--- src/rtl/hash_display_sequencer_if.sv ---
// Signal bundle between the board top level and the hash display sequencer:
// user controls, the hash core handshake, and the display word outputs.
interface hash_display_sequencer_if;
  logic         start_req;
  logic         btn_next;
  logic         btn_prev;
  logic         auto_en;
  logic         hash_done;
  logic [511:0] digest;
  logic         hash_start;
  logic         busy;
  logic         err;
  logic [4:0]   word_idx;
  logic [15:0]  word_out;

  modport master (
    output start_req, btn_next, btn_prev, auto_en, hash_done, digest,
    input  hash_start, busy, err, word_idx, word_out
  );

  modport slave (
    input  start_req, btn_next, btn_prev, auto_en, hash_done, digest,
    output hash_start, busy, err, word_idx, word_out
  );
endinterface

--- src/rtl/hash_display_sequencer.sv ---
// Starts the SHA-512 core, waits for its digest with a timeout, then pages the
// captured 512-bit digest onto the display one 16-bit word at a time.
module hash_display_sequencer #(
  parameter int DWELL   = 125_000_000,
  parameter int TIMEOUT = 65_536
) (
  input logic                     clk,
  input logic                     rst,
  hash_display_sequencer_if.slave bus
);
  localparam int DW = $clog2(DWELL);
  localparam int TW = $clog2(TIMEOUT);

  localparam logic [2:0] S_IDLE  = 3'd0;
  localparam logic [2:0] S_START = 3'd1;
  localparam logic [2:0] S_WAIT  = 3'd2;
  localparam logic [2:0] S_SHOW  = 3'd3;
  localparam logic [2:0] S_ERR   = 3'd4;

  logic [2:0]   state_reg, state_next;
  logic [511:0] digest_reg, digest_next;
  logic [4:0]   idx_reg, idx_next;
  logic [DW-1:0] dwell_reg, dwell_next;
  logic [TW-1:0] wait_reg, wait_next;
  logic         start_prev_reg, next_prev_reg, prev_prev_reg;

  logic start_rise, next_rise, prev_rise;
  logic step_fwd, step_back;

  assign start_rise = bus.start_req & ~start_prev_reg;
  assign next_rise  = bus.btn_next  & ~next_prev_reg;
  assign prev_rise  = bus.btn_prev  & ~prev_prev_reg;
  // Simultaneous next and prev rises cancel out and count as no step.
  assign step_fwd   = next_rise & ~prev_rise;
  assign step_back  = prev_rise & ~next_rise;

  always_comb begin
    state_next  = state_reg;
    digest_next = digest_reg;
    idx_next    = idx_reg;
    dwell_next  = dwell_reg;
    wait_next   = wait_reg;
    case (state_reg)
      S_IDLE: begin
        if (start_rise) state_next = S_START;
      end
      S_START: begin
        wait_next  = '0;
        state_next = S_WAIT;
      end
      S_WAIT: begin
        // A done arriving on the last allowed cycle still wins over timeout.
        if (bus.hash_done) begin
          state_next  = S_SHOW;
          digest_next = bus.digest;
          idx_next    = '0;
          dwell_next  = '0;
        end else if (wait_reg == TW'(TIMEOUT - 1)) begin
          state_next = S_ERR;
        end else begin
          wait_next = wait_reg + 1'b1;
        end
      end
      S_SHOW: begin
        if (start_rise) begin
          state_next = S_START;
          dwell_next = '0;
        end else if (step_fwd) begin
          idx_next   = idx_reg + 1'b1;
          dwell_next = '0;
        end else if (step_back) begin
          idx_next   = idx_reg - 1'b1;
          dwell_next = '0;
        end else if (!bus.auto_en) begin
          dwell_next = '0;
        end else if (dwell_reg == DW'(DWELL - 1)) begin
          idx_next   = idx_reg + 1'b1;
          dwell_next = '0;
        end else begin
          dwell_next = dwell_reg + 1'b1;
        end
      end
      S_ERR: begin
        if (start_rise) state_next = S_START;
      end
      default: state_next = S_IDLE;
    endcase
  end

  always_ff @(posedge clk or negedge rst) begin
    if (!rst) begin
      state_reg      <= S_IDLE;
      digest_reg     <= '0;
      idx_reg        <= '0;
      dwell_reg      <= '0;
      wait_reg       <= '0;
      start_prev_reg <= 1'b0;
      next_prev_reg  <= 1'b0;
      prev_prev_reg  <= 1'b0;
    end else begin
      state_reg      <= state_next;
      digest_reg     <= digest_next;
      idx_reg        <= idx_next;
      dwell_reg      <= dwell_next;
      wait_reg       <= wait_next;
      start_prev_reg <= bus.start_req;
      next_prev_reg  <= bus.btn_next;
      prev_prev_reg  <= bus.btn_prev;
    end
  end

  logic [15:0] words [32];

  for (genvar gi = 0; gi < 32; gi++) begin : g_words
    assign words[gi] = digest_reg[16*gi +: 16];
  end

  assign bus.hash_start = (state_reg == S_START);
  assign bus.busy       = (state_reg == S_START) || (state_reg == S_WAIT);
  assign bus.err        = (state_reg == S_ERR);
  assign bus.word_idx   = idx_reg;
  assign bus.word_out   = (state_reg == S_ERR) ? 16'hEEEE : words[idx_reg];
endmodule

--- src/flat_wrapper.sv ---
// flat-port wrapper written by rule: the top's interface ports become plain ports
module hash_display_sequencer_flat 
#(
  parameter int DWELL   = 125_000_000,
  parameter int TIMEOUT = 65_536
)
  (clk, rst, bus_start_req, bus_btn_next, bus_btn_prev, bus_auto_en, bus_hash_done, bus_digest, bus_hash_start, bus_busy, bus_err, bus_word_idx, bus_word_out);
  hash_display_sequencer_if bus_i ();
  input logic clk;
  input logic rst;
  input wire logic [$bits(bus_i.start_req)-1:0] bus_start_req;
  input wire logic [$bits(bus_i.btn_next)-1:0] bus_btn_next;
  input wire logic [$bits(bus_i.btn_prev)-1:0] bus_btn_prev;
  input wire logic [$bits(bus_i.auto_en)-1:0] bus_auto_en;
  input wire logic [$bits(bus_i.hash_done)-1:0] bus_hash_done;
  input wire logic [$bits(bus_i.digest)-1:0] bus_digest;
  output wire logic [$bits(bus_i.hash_start)-1:0] bus_hash_start;
  output wire logic [$bits(bus_i.busy)-1:0] bus_busy;
  output wire logic [$bits(bus_i.err)-1:0] bus_err;
  output wire logic [$bits(bus_i.word_idx)-1:0] bus_word_idx;
  output wire logic [$bits(bus_i.word_out)-1:0] bus_word_out;
  assign bus_i.start_req = bus_start_req;
  assign bus_i.btn_next = bus_btn_next;
  assign bus_i.btn_prev = bus_btn_prev;
  assign bus_i.auto_en = bus_auto_en;
  assign bus_i.hash_done = bus_hash_done;
  assign bus_i.digest = bus_digest;
  assign bus_hash_start = bus_i.hash_start;
  assign bus_busy = bus_i.busy;
  assign bus_err = bus_i.err;
  assign bus_word_idx = bus_i.word_idx;
  assign bus_word_out = bus_i.word_out;
  hash_display_sequencer #(.DWELL(DWELL), .TIMEOUT(TIMEOUT)) u_core (.clk(clk), .rst(rst), .bus(bus_i));
endmodule
--- config.mk ---
export PLATFORM = sky130hd
export DESIGN_NAME = hash_display_sequencer_flat
export DESIGN_NICKNAME = d
export VERILOG_FILES = /design/src/rtl/hash_display_sequencer_if.sv /design/src/rtl/hash_display_sequencer.sv /design/src/flat_wrapper.sv
export SDC_FILE = /design/constraint.sdc
export NUM_CORES = 1
export LEC_CHECK = 0
export BUFFER_PORTS_ARGS = -buffer_cell sky130_fd_sc_hd__buf_2
export CAP_MARGIN = 5
export CORE_MARGIN = 2
export CORE_UTILIZATION = 45
export DETAILED_ROUTE_END_ITERATION = 10
export PLACE_DENSITY = 0.68
export SLEW_MARGIN = 25
export SYNTH_ARGS = -nofsm -noshare
export SYNTH_HDL_FRONTEND = slang
export SYNTH_SLANG_ARGS = --single-unit
--- constraint.sdc ---
create_clock -name clk -period 5.6 [get_ports clk]
set_clock_uncertainty 0.05 [all_clocks]
set_input_delay 0.28 -clock clk [delete_from_list [all_inputs] [get_ports clk]]
set_output_delay 0.28 -clock clk [all_outputs]
set_load 0.05 [all_outputs]
==> impl_metrics.env, run 1 <==
export IMPL_clock_path_buffers=3
export IMPL_path_clk_slew_ps=60
export IMPL_cts_buffers=59
export IMPL_grt_overflow_total=0
export IMPL_cp_data_required_time_ps=5270
export IMPL_drc_errors=0
export IMPL_fmax_mhz=232
export IMPL_synthMostInstantiatedCell="nand2_1"
export IMPL_synthesis_area_um2=26100
export IMPL_crit_path_start_kind="flop"
export IMPL_cp_end_kind="output pin"
export IMPL_ios=543
export IMPL_crit_family="flip-flops"
export IMPL_syn2layout_area_growth_pct=40.0
export IMPL_dpl_hpwl_um=62200
export IMPL_critPathArrivalTime_ps=3980
export IMPL_avgSynthCellArea_um2=9.46
export IMPL_fin_crit_sh=0.769
export IMPL_p_leak_nw=18.7
export IMPL_fin_nets=4258
export IMPL_critPathKind="flop to output pin"
export IMPL_drt_iter0_drc=2751
export IMPL_htree_levels=2
export IMPL_status="finished, final reports clean"
export IMPL_io_buffers=542
export IMPL_peakVddDrop_v=0.000337
export IMPL_grt_max_degree=217
export IMPL_critPathMaxStageDelay_ps=1010
export IMPL_seq_area_frac_synth=0.542
export IMPL_die_area_um2=60000
export IMPL_synth_ff_latch_count=566
export IMPL_die_x_um=245
export IMPL_die_h_um=245
export IMPL_drv_cap=0
export IMPL_synthArstFlopShare=1.00
export IMPL_clk_latency_ps=620
export IMPL_synth_common_cells="1562 x nand2_1, 566 x dfrtp_1, 128 x mux4_2, 91 x clkbuf_1, 70 x buf_2"
export IMPL_cts_resized=0
export IMPL_initial_core_util=0.454
export IMPL_num_vias=24700
export IMPL_viasPerCell=5.41
export IMPL_slew_headroom=0.349
export IMPL_largest_register_ffs=512
export IMPL_clock_sinks=566
export IMPL_synthTopCellsByArea="dfrtp_1 54%, nand2_1 22%, mux4_2 11%"
export IMPL_ant_nets=0
export IMPL_synth_largest_area_cell="dfrtp_1"
export IMPL_slew_violations=0
export IMPL_root_buffer="clkbuf_16"
export IMPL_finalSetupViolations=0
export IMPL_synthCells=2761
export IMPL_cts_tree="yes"
export IMPL_grt_pass1_wl_um=147000
export IMPL_fin_tns_setup_ps=0
export IMPL_finalCriticalPeriod_ps=4310
export IMPL_first_pass_iters=7
export IMPL_grt_pass1_vias=25400
export IMPL_crit_buf_inv=2
export IMPL_path_cells="buf_4 -> mux4_2 -> mux2_2 -> o22ai_1 -> a221oi_1 -> buf_2"
export IMPL_final_util=0.635
export IMPL_final_cells=4554
export IMPL_synth_ff_type="dfrtp_1"
export IMPL_core_area_um2=57600
export IMPL_row_count=88
export IMPL_place_congestion=0.916
export IMPL_placed_cells=3921
export IMPL_power_density_nw_per_um2=514
export IMPL_synth_nets=3286
export IMPL_hp_class="input port to flop"
export IMPL_synth_edf_count=0
export IMPL_antenna_found_initial=7
export IMPL_worstPathMaxFanout=44
export IMPL_cp_slowest_cell="dfrtp_4"
export IMPL_drt_wl_total_um=97700
export IMPL_grt_total_usage=0.325
export IMPL_yosys_warnings=0
export IMPL_layout_drive_gt1_share=0.220
export IMPL_grt_setup_unrepaired="no"
export IMPL_hold_viol=0
export IMPL_whs_ps=39.0
export IMPL_synth_cell_types=56
export IMPL_avgRoutedWirePerCell_um=21.4
export IMPL_worst_pin_slew_ps=977
export IMPL_synth_top_area_share=0.542
==> repair_timing <==
action | CTS | global route
hold buffers | 516 | 0
hold endpoints to repair | 627 | 0
buffers inserted | 0 | 0
==> layout by cell type, fill, tap and decap left out, drive strengths merged, types with 3 or more instances in the layout <==
cell	synthesis	final
ha	6	6
nand2	1562	1562
nand3	25	25
a31oi	14	14
o21ai	5	5
clkinv	0	13
bufinv	0	6
and3	10	10
and2	3	3
nor4	6	6
a41oi	4	4
and4	6	6
dlygate4sd3	0	516
a221oi	11	11
a21oi	4	4
mux2i	37	37
clkbuf	91	87
a221o	4	4
dfrtp	566	566
nand2b	4	4
o22ai	17	17
xor2	14	14
nand4	21	21
nand3b	7	7
mux4	128	128
nor3	15	15
diode	0	8
buf	78	564
inv	10	11
xnor2	11	11
nor2	43	43
mux2	33	33
==> cells by family after synthesis <==
kind of cell               Yosys count  share of synthesized area
adders and majority gates            6                    0.00287
and+or+nand+nor                   1716                      0.258
xor gates and xnor gates            25                    0.00838
buffers and inverters              179                     0.0297
DFF                                566                      0.542
muxes                              198                      0.139
AOI/OAI and AO/OA                   71                     0.0196
==> final cells by class <==
cell class / count / area [um2]
fill: 4345 / 21000
sequential: 566 / 14200
multi-input combinational: 2016 / 11200
timing repair buffer: 1080 / 8190
clock buffer: 87 / 1700
tap: 765 / 957
clock inverter: 22 / 284
inverter: 10 / 37.5
antenna: 8 / 20.0
==> final timing paths <==
kind	end	slack [ps]	startpoint	cells past startpoint
worst max-delay path	bus_word_out[9]	1290	u_core.bus.word_idx[0]	6
worst min-delay path	u_core.state_reg[2]	40	bus_hash_done	4
worst max register to register	u_core.dwell_reg[25]	2670	u_core.dwell_reg[19]	6
worst min register to register	u_core.digest_reg[242]	420	u_core.digest_reg[242]	2
max in group asynchronous	u_core.digest_reg[498]	3750	rst	3
min in group asynchronous	u_core.digest_reg[183]	260	rst	2
==> power by group <==
group          total [W]  switching, W  internal [W]
Combinational    0.00741       0.00434       0.00307
Sequential       0.00730       0.00143       0.00587
Clock            0.00408       0.00170       0.00238
Total             0.0188       0.00748        0.0113
==> worst min-delay path, delay by kind of cell <==
kind	cells	cell delay [ps]
buffers and inverters	1	140
AO/OA/AOI/OAI	1	140
AND/OR/NAND/NOR	2	110
==> routing by layer <==
layer | vias to the layer above | track usage | part of all wire
met1 | 12000 | 0.417 | 0.39
met3 | 372 | 0.0714 | 0.086
met2 | 1356 | 0.515 | 0.47
met5 | - | 0 | 0.00013
met4 | 2 | 0.183 | 0.062
li1 | 10900 | - | -
==> metrics by stage <==
| step | setup slack [ps] | power [W] | cell area, um2 |
|---|---|---|---|
| 2_1_floorplan | 2090 | 0.0118 | 26100 |
| 3_3_place_gp | 1950 | 0.0141 | 29400 |
| 3_5_place_dp | 1910 | 0.0143 | 29400 |
| 4_1_cts | 1230 | 0.0187 | 36500 |
| 5_1_grt | 1120 | 0.0198 | 36600 |
| 6_report | 1290 | 0.0188 | 36600 |
(Power assumes the default switching activity.)
==> run 2, diff against run 1 <==
Clock period 5.6 ns to 4.2 ns, I/O delays scaled along.
==> run 2 against run 1 <==
Utilization is 0.35 points higher. Flip-flop and latch count is the same. Register-to-register slack lost 1000 ps. Critical endpoint unchanged. Clock-buffer cell count did not move. Global-route usage rose by 0.29 points. Setup slack lost 1000 ps. Clock power is 36% higher. Power grew 35%.
==> impl_metrics.env, run 2 (same netlist as run 1, synthesis figures left out) <==
export IMPL_p_leak_nw=18.8
export IMPL_fin_tns_setup_ps=0
export IMPL_cp_data_required_time_ps=3940
export IMPL_drv_cap=0
export IMPL_clock_path_buffers=3
export IMPL_largest_register_ffs=512
export IMPL_fin_nets=4273
export IMPL_viasPerCell=5.39
export IMPL_grt_pass1_vias=24900
export IMPL_cts_resized=0
export IMPL_io_buffers=542
export IMPL_drc_errors=0
export IMPL_slew_violations=0
export IMPL_place_congestion=0.930
export IMPL_hp_class="input port to flop"
export IMPL_antenna_found_initial=4
export IMPL_fin_crit_sh=0.935
export IMPL_die_x_um=245
export IMPL_postCtsHoldBufs=517
export IMPL_slew_headroom=0.307
export IMPL_die_h_um=245
export IMPL_htree_levels=2
export IMPL_grt_max_degree=173
export IMPL_avgRoutedWirePerCell_um=21.6
export IMPL_mostFrequentLayoutCell="nand2_1"
export IMPL_crit_path_start_kind="flop"
export IMPL_grt_total_usage=0.328
export IMPL_ant_nets=0
export IMPL_num_vias=24600
export IMPL_power_density_nw_per_um2=688
export IMPL_critPathArrivalTime_ps=3670
export IMPL_path_cells="buf_4 -> mux4_2 -> mux2_2 -> o22ai_1 -> a221oi_1 -> buf_2"
export IMPL_grt_overflow_total=0
export IMPL_initial_core_util=0.454
export IMPL_worstPathMaxFanout=43
export IMPL_syn2layout_area_growth_pct=40.8
export IMPL_fin_total_pwr_w=0.0253
export IMPL_die_area_um2=60000
export IMPL_use_met1=0.419
export IMPL_dpl_hpwl_um=67200
export IMPL_clk_latency_ps=610
export IMPL_clock_sinks=566
export IMPL_gr_usage_met2=0.516
export IMPL_core_area_um2=57600
export IMPL_finalSetupViolations=0
export IMPL_layout_common_cells="1562 x nand2_1, 563 x dfrtp_1, 541 x buf_2, 517 x dlygate4sd3_1, 128 x mux4_2"
export IMPL_root_buffer="clkbuf_16"
export IMPL_hold_viol=0
export IMPL_ios=543
export IMPL_first_pass_iters=6
export IMPL_drt_iter0_drc=2351
export IMPL_peakVddDrop_v=0.000477
export IMPL_layout_drive_gt1_share=0.224
export IMPL_cts_buffers=58
export IMPL_critPathKind="flop to output pin"
export IMPL_fmax_mhz=255
export IMPL_grt_setup_unrepaired="no"
export IMPL_drt_wl_total_um=98800
export IMPL_critPathMaxStageDelay_ps=830
export IMPL_cp_slowest_cell="dfrtp_4"
export IMPL_use_met3=0.0737
export IMPL_row_count=88
export IMPL_cts_tree="yes"
export IMPL_grt_pass1_wl_um=148000
export IMPL_finalCriticalPeriod_ps=3930
export IMPL_worst_pin_slew_ps=1040
export IMPL_post_cts_setup_buffers=0
export IMPL_path_clk_slew_ps=60
export IMPL_status="finished, final reports clean"
export IMPL_cp_end_kind="output pin"
export IMPL_top_usage_layer="met2"
[run 2: changes by cell type in the layout (fill, tap and decap cells not counted), moves of 2 or more]
cell and delta:
clkbuf_1 -6, diode_2 -6, clkbuf_8 +7, buf_12 +2
buf_4 +12
[run 2: worst paths after layout]
| path | startpoint | to | slack, ps | cells after the start |
|---|---|---|---|---|
| setup / recovery | u_core.bus.word_idx[1] | bus_word_out[9] | 270 | 6 |
| hold / removal | bus_btn_prev | u_core.prev_prev_reg | 210 | 2 |
| setup reg to reg | u_core.dwell_reg[19] | u_core.dwell_reg[13] | 1620 | 6 |
| hold reg to reg | u_core.wait_reg[15] | u_core.wait_reg[15] | 420 | 1 |
| max in group asynchronous | rst | u_core.digest_reg[13] | 2560 | 4 |
| min in group asynchronous | rst | u_core.digest_reg[183] | 230 | 2 |
[run 2: stage by stage]
stage	instance area, um2	hold WS, ps	instances	util	setup WS [ps]
3_5_place_dp	29500	284	3936	0.513	1170
4_1_cts	36800	197	4562	0.638	492
3_3_place_gp	29500	288	3935	0.513	1200
5_1_grt	36800	227	4564	0.639	158
2_1_floorplan	26100	-136	2761	-	762
6_report	36800	211	4564	0.639	273
[run 2: report_power, final]
part	internal, W	switching [W]
Sequential	0.00783	0.00202
Combinational	0.00412	0.00580
Clock	0.00330	0.00223
Total	0.0153	0.0101
[run 2: worst max-delay path, delay by kind of cell, from the launching register on]
family	cells	cell delay, ps
buffers and inverters	2	840
DFF	1	830
muxes	2	410
AOI/OAI and AO/OA	2	920
[run 2: layout make-up]
class | count | area, um2
Fill cell | 4383 | 20800
Clock buffer | 87 | 1750
Tap cell | 765 | 957
Clock inverter | 22 | 298
Timing Repair Buffer | 1096 | 8350
Antenna cell | 2 | 5.00
Inverter | 10 | 37.5
Multi-Input combinational cell | 2016 | 11200
Sequential cell | 566 | 14200
[run 2: layer usage]
metal | wire [um] | share of wire
met5 | 28 | 0.00028
met4 | 6700 | 0.068
met3 | 8850 | 0.090
met2 | 45800 | 0.46
met1 | 37400 | 0.38
==> run 3, diff against run 2 <==
Clock period 4.2 ns to 4.45 ns, I/O delays scaled along.
==> run 3 against run 2 <==
Clock power is 16% lower. Sequential share of layout area is 0.39 points higher. Final cell count is 0.48% lower. Critical path depth is 1 lower. Die area stayed put. Critical endpoint is now bus_word_out[2]. Largest cell class unchanged.
==> impl_metrics.env, run 3 (same netlist as run 1, synthesis figures left out) <==
export IMPL_status="finished, final reports clean"
export IMPL_dpl_hpwl_um=65400
export IMPL_clk_latency_ps=620
export IMPL_r2r_start="u_core.dwell_reg[19]"
export IMPL_antenna_cells=0
export IMPL_power_net_switching_w=0.00935
export IMPL_intPower_w=0.0139
export IMPL_clkPwrFrac=0.201
export IMPL_fin_crit_sh=0.928
export IMPL_grt_setup_unrepaired="no"
export IMPL_drv_cap=0
export IMPL_largest_register_ffs=512
export IMPL_path_clk_slew_ps=60
export IMPL_cts_buffers=58
export IMPL_grt_pass1_wl_um=146000
export IMPL_hp_class="input port to asynchronous set/reset pin"
export IMPL_r2r_setup_slack_ps=1510
export IMPL_clock_path_buffers=3
export IMPL_whs_ps=131
export IMPL_path_cells="buf_12 -> mux4_2 -> mux2i_1 -> a221oi_1 -> buf_2"
export IMPL_layout_drive_gt1_share=0.218
export IMPL_die_h_um=245
export IMPL_p_seq_frac=0.399
export IMPL_htree_levels=2
export IMPL_syn2layout_area_growth_pct=39.4
export IMPL_finalSetupViolations=0
export IMPL_hold_viol=0
export IMPL_power_density_nw_per_um2=638
export IMPL_finalCriticalPeriod_ps=4130
export IMPL_crit_end="bus_word_out[2]"
export IMPL_slew_violations=0
export IMPL_grt_total_usage=0.324
export IMPL_grt_pass1_vias=24700
export IMPL_drc_errors=0
export IMPL_worst_pin_slew_ps=1050
export IMPL_viasPerCell=5.38
export IMPL_crit_path_start_kind="flop"
export IMPL_slew_headroom=0.298
export IMPL_place_congestion=0.941
export IMPL_fmax_mhz=242
export IMPL_die_area_um2=60000
export IMPL_row_count=88
export IMPL_ant_nets=0
export IMPL_cts_resized=0
export IMPL_layout_common_cells="1562 x nand2_1, 563 x dfrtp_1, 541 x buf_2, 517 x dlygate4sd3_1, 128 x mux4_2"
export IMPL_drt_wl_total_um=97400
export IMPL_drt_iter0_drc=2511
export IMPL_initial_core_util=0.454
export IMPL_post_cts_setup_buffers=0
export IMPL_avgRoutedWirePerCell_um=21.5
export IMPL_peakVddDrop_v=0.000513
export IMPL_regToRegEndpoint="u_core.dwell_reg[8]"
export IMPL_crit_buf_inv=2
export IMPL_ios=543
export IMPL_startpoint="u_core.bus.word_idx[0]"
export IMPL_mostFrequentLayoutCell="nand2_1"
export IMPL_critPathKind="flop to output pin"
export IMPL_antenna_found_initial=1
export IMPL_first_pass_iters=6
export IMPL_grt_overflow_total=0
export IMPL_cp_slowest_cell="dfrtp_4"
export IMPL_root_buffer="clkbuf_16"
export IMPL_p_leak_nw=18.6
export IMPL_critPathMaxStageDelay_ps=970
export IMPL_io_buffers=542
export IMPL_num_vias=24400
export IMPL_fin_nets=4261
export IMPL_cts_tree="yes"
export IMPL_clock_sinks=566
export IMPL_grt_max_degree=224
export IMPL_cp_data_required_time_ps=4180
export IMPL_sw_frac_of_total=0.402
export IMPL_pwr_share_comb=0.400
export IMPL_cp_end_kind="output pin"
export IMPL_worstPathMaxFanout=49
export IMPL_crit_family="flip-flops"
export IMPL_critPathArrivalTime_ps=3860
export IMPL_fin_tns_setup_ps=0
export IMPL_rr_worst_depth=6
export IMPL_cp_depth=5
export IMPL_die_x_um=245
export IMPL_core_area_um2=57600
-- run 3: what timing repair did --
action	in CTS	in global routing
hold buffers	517	0
endpoints found under the setup margin	0	0
hold endpoints to repair	591	0
-- run 3: worst min-delay path by stage --
stage               cells past startpoint  slack (ps)  start                      to
floorplan                               0        -120    rst  u_core.bus.word_idx[0]
global placement                        1         230    rst  u_core.digest_reg[227]
finish                                  2         130    rst  u_core.digest_reg[227]
CTS                                     2         160    rst  u_core.digest_reg[167]
detailed placement                      1         220    rst  u_core.digest_reg[183]
global route                            2         190    rst  u_core.digest_reg[227]
-- run 3: final cells by class --
type                    instances  area (um2)
clock buffers                  88        1710
clock inverters                13        75.1
fillers                      4429       21200
inverters                      10        37.5
multi-input cells            2016       11200
flip-flops and latches        566       14200
well taps                     765         957
repair buffers               1084        8250
-- run 3: power groups by stage --
stage / Clock (W) / Sequential, W / Combinational, W
after CTS: 0.00472 / 0.00920 / 0.00920
after global routing: 0.00493 / 0.00945 / 0.0101
after global placement: 0 / 0.00930 / 0.00858
after floorplan: 0 / 0.00826 / 0.00655
after detailed placement: 0 / 0.00925 / 0.00879
final: 0.00467 / 0.00927 / 0.00930
-- run 3: layer usage --
| metal | global-route usage | up-vias | share of wire |
|---|---|---|---|
| met5 | 0 | - | 0.00013 |
| met4 | 0.197 | 2 | 0.066 |
| met3 | 0.0663 | 341 | 0.085 |
| met2 | 0.497 | 1272 | 0.46 |
| met1 | 0.426 | 11900 | 0.39 |
| li1 | - | 10900 | - |
-- run 3: stage by stage --
step                 util  area (um2)  total power, W  setup slack (ps)  cells
floorplan               -       26100          0.0148               999   2761
global placement    0.511       29400          0.0179              1140   3924
detailed placement  0.511       29400          0.0180              1140   3924
CTS                 0.632       36400          0.0231               462   4542
global route        0.632       36400          0.0245               203   4542
finish              0.632       36400          0.0232               320   4542
